$ cat config.mk
export PLATFORM = sky130hd
export DESIGN_NAME = elapsed_time_meter_flat
export DESIGN_NICKNAME = d
export VERILOG_FILES = /design/src/rtl/elapsed_time_meter_if.sv /design/src/rtl/elapsed_time_meter.sv /design/src/flat_wrapper.sv
export SDC_FILE = /design/constraint.sdc
export NUM_CORES = 1
export LEC_CHECK = 0
export CAP_MARGIN = 25
export CORE_ASPECT_RATIO = 0.8
export CORE_MARGIN = 5
export CORE_UTILIZATION = 35
export DETAILED_ROUTE_END_ITERATION = 12
export REMOVE_ABC_BUFFERS = 1
export SYNTH_ARGS = -nofsm -noshare
export SYNTH_HDL_FRONTEND = slang
export SYNTH_SLANG_ARGS = --single-unit
export TNS_END_PERCENT = 100
$ cat constraint.sdc
create_clock -name CLK -period 2.2 [get_ports CLK]
set_input_delay 0.44 -clock CLK [delete_from_list [all_inputs] [get_ports CLK]]
set_output_delay 0.44 -clock CLK [all_outputs]
set_load 0.005 [all_outputs]
$ cat src/rtl/elapsed_time_meter_if.sv
// Control/result bundle between a measurement consumer (master) and the
// elapsed time meter (slave).
interface elapsed_time_meter_if #(
  parameter int unsigned SEC_W = 16
);
  logic             start;
  logic             stop;
  logic             ack;
  logic             busy;
  logic             valid;
  logic [SEC_W-1:0] elapsed_seconds;
  logic             overflow;

  modport master (
    output start, stop, ack,
    input  busy, valid, elapsed_seconds, overflow
  );

  modport slave (
    input  start, stop, ack,
    output busy, valid, elapsed_seconds, overflow
  );
endinterface

$ cat src/rtl/elapsed_time_meter.sv
// Stopwatch: counts whole seconds between start and stop, holds the result
// until acknowledged, saturating at the top of the result range.
module elapsed_time_meter #(
  parameter int unsigned TICKS_PER_SECOND = 10000,
  parameter int unsigned SEC_W            = 16
) (
  input  logic                 CLK,
  input  logic                 reset,
  elapsed_time_meter_if.slave  bus
);

  localparam int unsigned PRE_W = (TICKS_PER_SECOND > 1) ? $clog2(TICKS_PER_SECOND) : 1;

  typedef enum logic [1:0] {
    S_IDLE = 2'd0,
    S_RUN  = 2'd1,
    S_DONE = 2'd2
  } state_t;

  state_t             r_state;
  state_t             w_next;
  logic               w_clear;
  logic               w_wrap;
  logic               w_sec_max;
  logic [PRE_W-1:0]   r_pre;
  logic [SEC_W-1:0]   r_sec;
  logic               r_ovf;
  logic               r_busy;
  logic               r_valid;

  assign w_wrap    = (r_pre == PRE_W'(TICKS_PER_SECOND - 1));
  assign w_sec_max = &r_sec;

  // Next state; w_clear marks an accepted start (from IDLE or DONE).
  always_comb begin
    w_next  = r_state;
    w_clear = 1'b0;
    case (r_state)
      S_IDLE: begin
        if (bus.start) begin
          w_next  = S_RUN;
          w_clear = 1'b1;
        end
      end
      S_RUN: begin
        if (bus.stop) w_next = S_DONE;
      end
      S_DONE: begin
        if (bus.start) begin
          w_next  = S_RUN;
          w_clear = 1'b1;
        end else if (bus.ack) begin
          w_next = S_IDLE;
        end
      end
      default: w_next = S_IDLE;
    endcase
  end

  // busy/valid are flopped from the next state so they track r_state exactly.
  always_ff @(posedge CLK or negedge reset) begin
    if (!reset) begin
      r_state <= S_IDLE;
      r_busy  <= 1'b0;
      r_valid <= 1'b0;
    end else begin
      r_state <= w_next;
      r_busy  <= (w_next == S_RUN);
      r_valid <= (w_next == S_DONE);
    end
  end

  // Prescaler and seconds counter; a wrap on the stop cycle still counts.
  always_ff @(posedge CLK or negedge reset) begin
    if (!reset) begin
      r_pre <= '0;
      r_sec <= '0;
      r_ovf <= 1'b0;
    end else if (w_clear) begin
      r_pre <= '0;
      r_sec <= '0;
      r_ovf <= 1'b0;
    end else if (r_state == S_RUN) begin
      if (w_wrap) begin
        r_pre <= '0;
        if (w_sec_max) r_ovf <= 1'b1;
        else           r_sec <= r_sec + SEC_W'(1);
      end else begin
        r_pre <= r_pre + PRE_W'(1);
      end
    end
  end

  assign bus.busy            = r_busy;
  assign bus.valid           = r_valid;
  assign bus.elapsed_seconds = r_sec;
  assign bus.overflow        = r_ovf;

endmodule

$ cat src/flat_wrapper.sv
// flat-port wrapper written by rule: the top's interface ports become plain ports
module elapsed_time_meter_flat 
#(
  parameter int unsigned TICKS_PER_SECOND = 10000,
  parameter int unsigned SEC_W            = 16
)
  (CLK, reset, bus_start, bus_stop, bus_ack, bus_busy, bus_valid, bus_elapsed_seconds, bus_overflow);
  elapsed_time_meter_if #(.SEC_W(SEC_W)) bus_i ();
  input  logic CLK;
  input  logic reset;
  input wire logic [$bits(bus_i.start)-1:0] bus_start;
  input wire logic [$bits(bus_i.stop)-1:0] bus_stop;
  input wire logic [$bits(bus_i.ack)-1:0] bus_ack;
  output wire logic [$bits(bus_i.busy)-1:0] bus_busy;
  output wire logic [$bits(bus_i.valid)-1:0] bus_valid;
  output wire logic [$bits(bus_i.elapsed_seconds)-1:0] bus_elapsed_seconds;
  output wire logic [$bits(bus_i.overflow)-1:0] bus_overflow;
  assign bus_i.start = bus_start;
  assign bus_i.stop = bus_stop;
  assign bus_i.ack = bus_ack;
  assign bus_busy = bus_i.busy;
  assign bus_valid = bus_i.valid;
  assign bus_elapsed_seconds = bus_i.elapsed_seconds;
  assign bus_overflow = bus_i.overflow;
  elapsed_time_meter #(.TICKS_PER_SECOND(TICKS_PER_SECOND), .SEC_W(SEC_W)) u_core (.CLK(CLK), .reset(reset), .bus(bus_i));
endmodule
==> metrics.md <==
| Metric | Value |
|---|---|
| Crit path kind | reg -> reg |
| Cell internal pwr | 0.001024 W |
| Yosys top cell by area | dfrtp_1 |
| Final worst path period share | 0.8395 |
| # resized after CTS | 0 |
| Routed Antenna Nets | 0 |
| # nets final | 225 |
| # H-tree levels | 2 |
| DIE HEIGHT | 75.32 um |
| Hold buffer count at cts | 0 |
| Max-slew violation count | 0 |
| Antenna cells | 0 |
| Post-synth EDFFs | 0 |
| Max cap viols | 0 |
| Max Fclk | 0.5415 GHz |
| Post-synthesis sequential area ratio | 0.4692 |
| Initial core utilization | 0.3665 |
| Most numerous cell in the Yosys netlist | dfrtp_1 |
| Synthesis-to-layout area growth | 22.05% |
| Clock Tree Buf Depth | 2 |
| PortBufs | 23 |
| Min Clock Period, post-route | 1.847 ns |
| Ys Warns | 0 |
| Initial antenna violation count | 0 |
| Top post-synthesis cells by count | 35 x dfrtp_1, 17 x nand2_1, 14 x nor2_1, 14 x o21ai_0, 13 x xor2_1 |
| Final Hold Fails | 0 |
| Largest cells by area after synthesis | dfrtp_1 47%, xor2_1 6.1%, o21ai_0 3.8%, nand2_1 3.4%, xnor2_1 3.3% |
| Via Count | 1,555 |
| I/O Pins | 24 |
| All-Layer GR Usage | 0.1382 |
| CP Capture Type | flip-flop |
| Vias per cell | 5.534 |
| Core area | 5094 um^2 |
| Startpoint Class | flip-flop |
| Slew of the pin with the lowest slew margin | 0.6472 ns |
| CTS root buffer | clkbuf_8 |
| Cts bufs inserted | 5 |
| Final hold slack | 0.4875 ns |
| Arrival @ worst endpoint | 2.02 ns |
| GRT overflow | 0 |
| Largest net degree at the start of global routing | 36 |
| Layout cell share with drive strength beyond 1 | 0.1050 |
| Delay-heaviest family, CP | simple AND/OR/NAND/NOR gates |
| Outcome | finished clean |
| Post-Place Cell Area | 2190 um^2 |
| Final GP Congestion | 0.7813 |
| Clock-pin slew on the worst setup and hold paths | 0.08 ns |
| CTS Sinks | 35 |
| CTS tree | yes |
| WL/cell | 15.42 um |
| Post-synth top area share | 0.4692 |
| First-pass GRT wire length | 7.424 mm |
| Pleak | 0.9808 nW |
| Avg Cell Area, Syn | 9.930 um^2 |
| Final Core Density | 0.4473 |
| Drt pass-1 iters | 4 |
| Die ar. | 6903 um^2 |
| Power share of the sequential group | 0.517 |
| Final Cell Area | 2278 um^2 |
| Net switching power | 0.0004599 W |
| RSZ-0062 raised after global routing | no |
| Drc violations | 0 |
| Switching share of total power | 0.3099 |
| PnR Total Power | 0.001484 W |
| Crit-path cells | ha_1 > and3_1 > and4_1 > and3_1 > o211ai_1 > mux2i_1 |
| VDD IR-drop max | 0.2257 mV |
| Worst rel slew slack | 0.5686 |
| FP Rows | 23 |
| Number of global-route vias before repair | 1,399 |
| Die Width | 91.65 um |
| Clk network pwr share | 0.318 |
| HPWL after DPL | 3.087 mm |
| Crit-path slowest cell | dfrtp_1 |
| Worst path bufs/invs | 0 |
| Data required time of the worst path | 2.37 ns |
| Final setup fails | 0 |
| Max stage delay on crit path | 0.44 ns |
| Setup Skew | 0.009254 ns |
| Cells after synthesis | 188 |
| Post-Syn Area | 1867 um^2 |
| Clk_lat worst skew | 0.29 ns |
| Post-synthesis sequential element count | 35 |
| WL final | 4.333 mm |
| Max Fanout on Critical Path | 6 |
| Number of setup buffers added after CTS | 0 |
| Power Density | 651.3 nW/um^2 |
| First-iteration detailed-routing DRC count | 145 |
| Async SR Flop Fraction | 1.000 |
| Synth Flop Type | dfrtp_1 |
| Hold Path Class | reg -> reg |
| Post-synth cell types | 44 |
| Combinational Power Share | 0.165 |
| Setup tns final | 0 ns |
| Most frequent CP cell | and3_1 |
==> flip-flops by register name (all words and copies together), names as in the netlist <==
register                    count
u_core.bus.elapsed_seconds     16
u_core.bus.overflow             1
u_core.r_state                  2
u_core.r_pre                   14
u_core.bus.busy                 1
u_core.bus.valid                1
==> stage by stage <==
step | std cells | setup WS [ns]
6_report | 281 | 0.3532
5_1_grt | 281 | 0.1670
4_1_cts | 281 | 0.3438
3_5_place_dp | 273 | 0.2005
3_3_place_gp | 273 | 0.2554
2_1_floorplan | 181 | 0.4449
==> per-layer routing <==
metal / GRT usage / vias to the layer above / wire [um]
met5: 0 / - / 0
met4: 0.05518 / 0 / 63
met3: 0.04047 / 8 / 286
met2: 0.1822 / 42 / 1725
met1: 0.2091 / 764 / 2257
li1: - / 741 / -
==> worst register-to-register path, delay by kind of cell (launching register included) <==
kind	cells	cell delay (ns)
AO/OA/AOI/OAI	1	0.13
adder cells (fa/ha/maj)	1	0.19
flip-flops	1	0.44
multiplexers	1	0.14
AND/OR/NAND/NOR	3	0.83
==> kinds of logic after synthesis <==
family                     count (synthesis)  share of synthesized area
AOI/OAI and AO/OA                         35                     0.1193
xor gates and xnor gates                  20                    0.09383
adders and majority gates                  2                    0.01340
buffers and inverters                     11                    0.02814
DFF                                       35                     0.4692
muxes                                      1                   0.005362
and+or+nand+nor                           84                     0.2708
==> power by group through the flow <==
stage | registers [W] | clock network [W] | logic, W
finish | 0.000767 | 0.000471 | 0.000245
detailed placement | 0.000778 | 0 | 0.000249
global route | 0.000783 | 0.000509 | 0.000280
CTS | 0.000767 | 0.000492 | 0.000249
global placement | 0.000775 | 0 | 0.000244
floorplan | 0.000761 | 0 | 0.000145
==> area by class of cell <==
type / count / area [um^2]
clock inverter: 3 / 20.02
tap: 62 / 77.57
sequential: 35 / 875.8
multi-input combinational: 142 / 938.4
fill: 484 / 2815
clock buffer: 5 / 68.82
inverter: 4 / 15.01
timing repair buffer: 30 / 282.8
==> final timing paths <==
path | slack, ns | startpoint | end | cells after the start
worst max-delay path | 0.35 | u_core.r_pre[1]$_DFFE_PN0P_ | u_core.bus.elapsed_seconds[11]$_DFFE_PN0P_ | 6
worst min-delay path | 0.49 | u_core.bus.overflow$_DFFE_PN0P_ | u_core.bus.overflow$_DFFE_PN0P_ | 2
worst max register to register | 0.35 | u_core.r_pre[1]$_DFFE_PN0P_ | u_core.bus.elapsed_seconds[11]$_DFFE_PN0P_ | 6
worst min register to register | 0.49 | u_core.bus.overflow$_DFFE_PN0P_ | u_core.bus.overflow$_DFFE_PN0P_ | 2
max in group asynchronous | 1.32 | reset | u_core.r_pre[10]$_DFFE_PN0P_ | 2
min in group asynchronous | 0.56 | reset | u_core.bus.valid$_DFF_PN0_ | 2
==> layout by cell type, fill, tap and decap left out, types with 2 or more instances in the layout <==
cell type        count
dfrtp_1             35
clkdlybuf4s50_1     23
nand2_1             17
o21ai_0             14
nor2_1              14
xor2_1              13
nand3_1              9
and3_1               8
nand4_1              8
xnor2_1              7
buf_4                7
clkbuf_8             5
nand2b_1             4
and4_1               4
inv_1                4
a31oi_1              4
and2_1               3
o21ai_1              3
nor4_1               3
nor2b_1              2
a21boi_0             2
nor4_2               2
a21oi_1              2
a41oi_1              2
nor3_1               2
ha_1                 2
clkinvlp_4           2
Note: power is estimated with default switching activity, not from simulation.
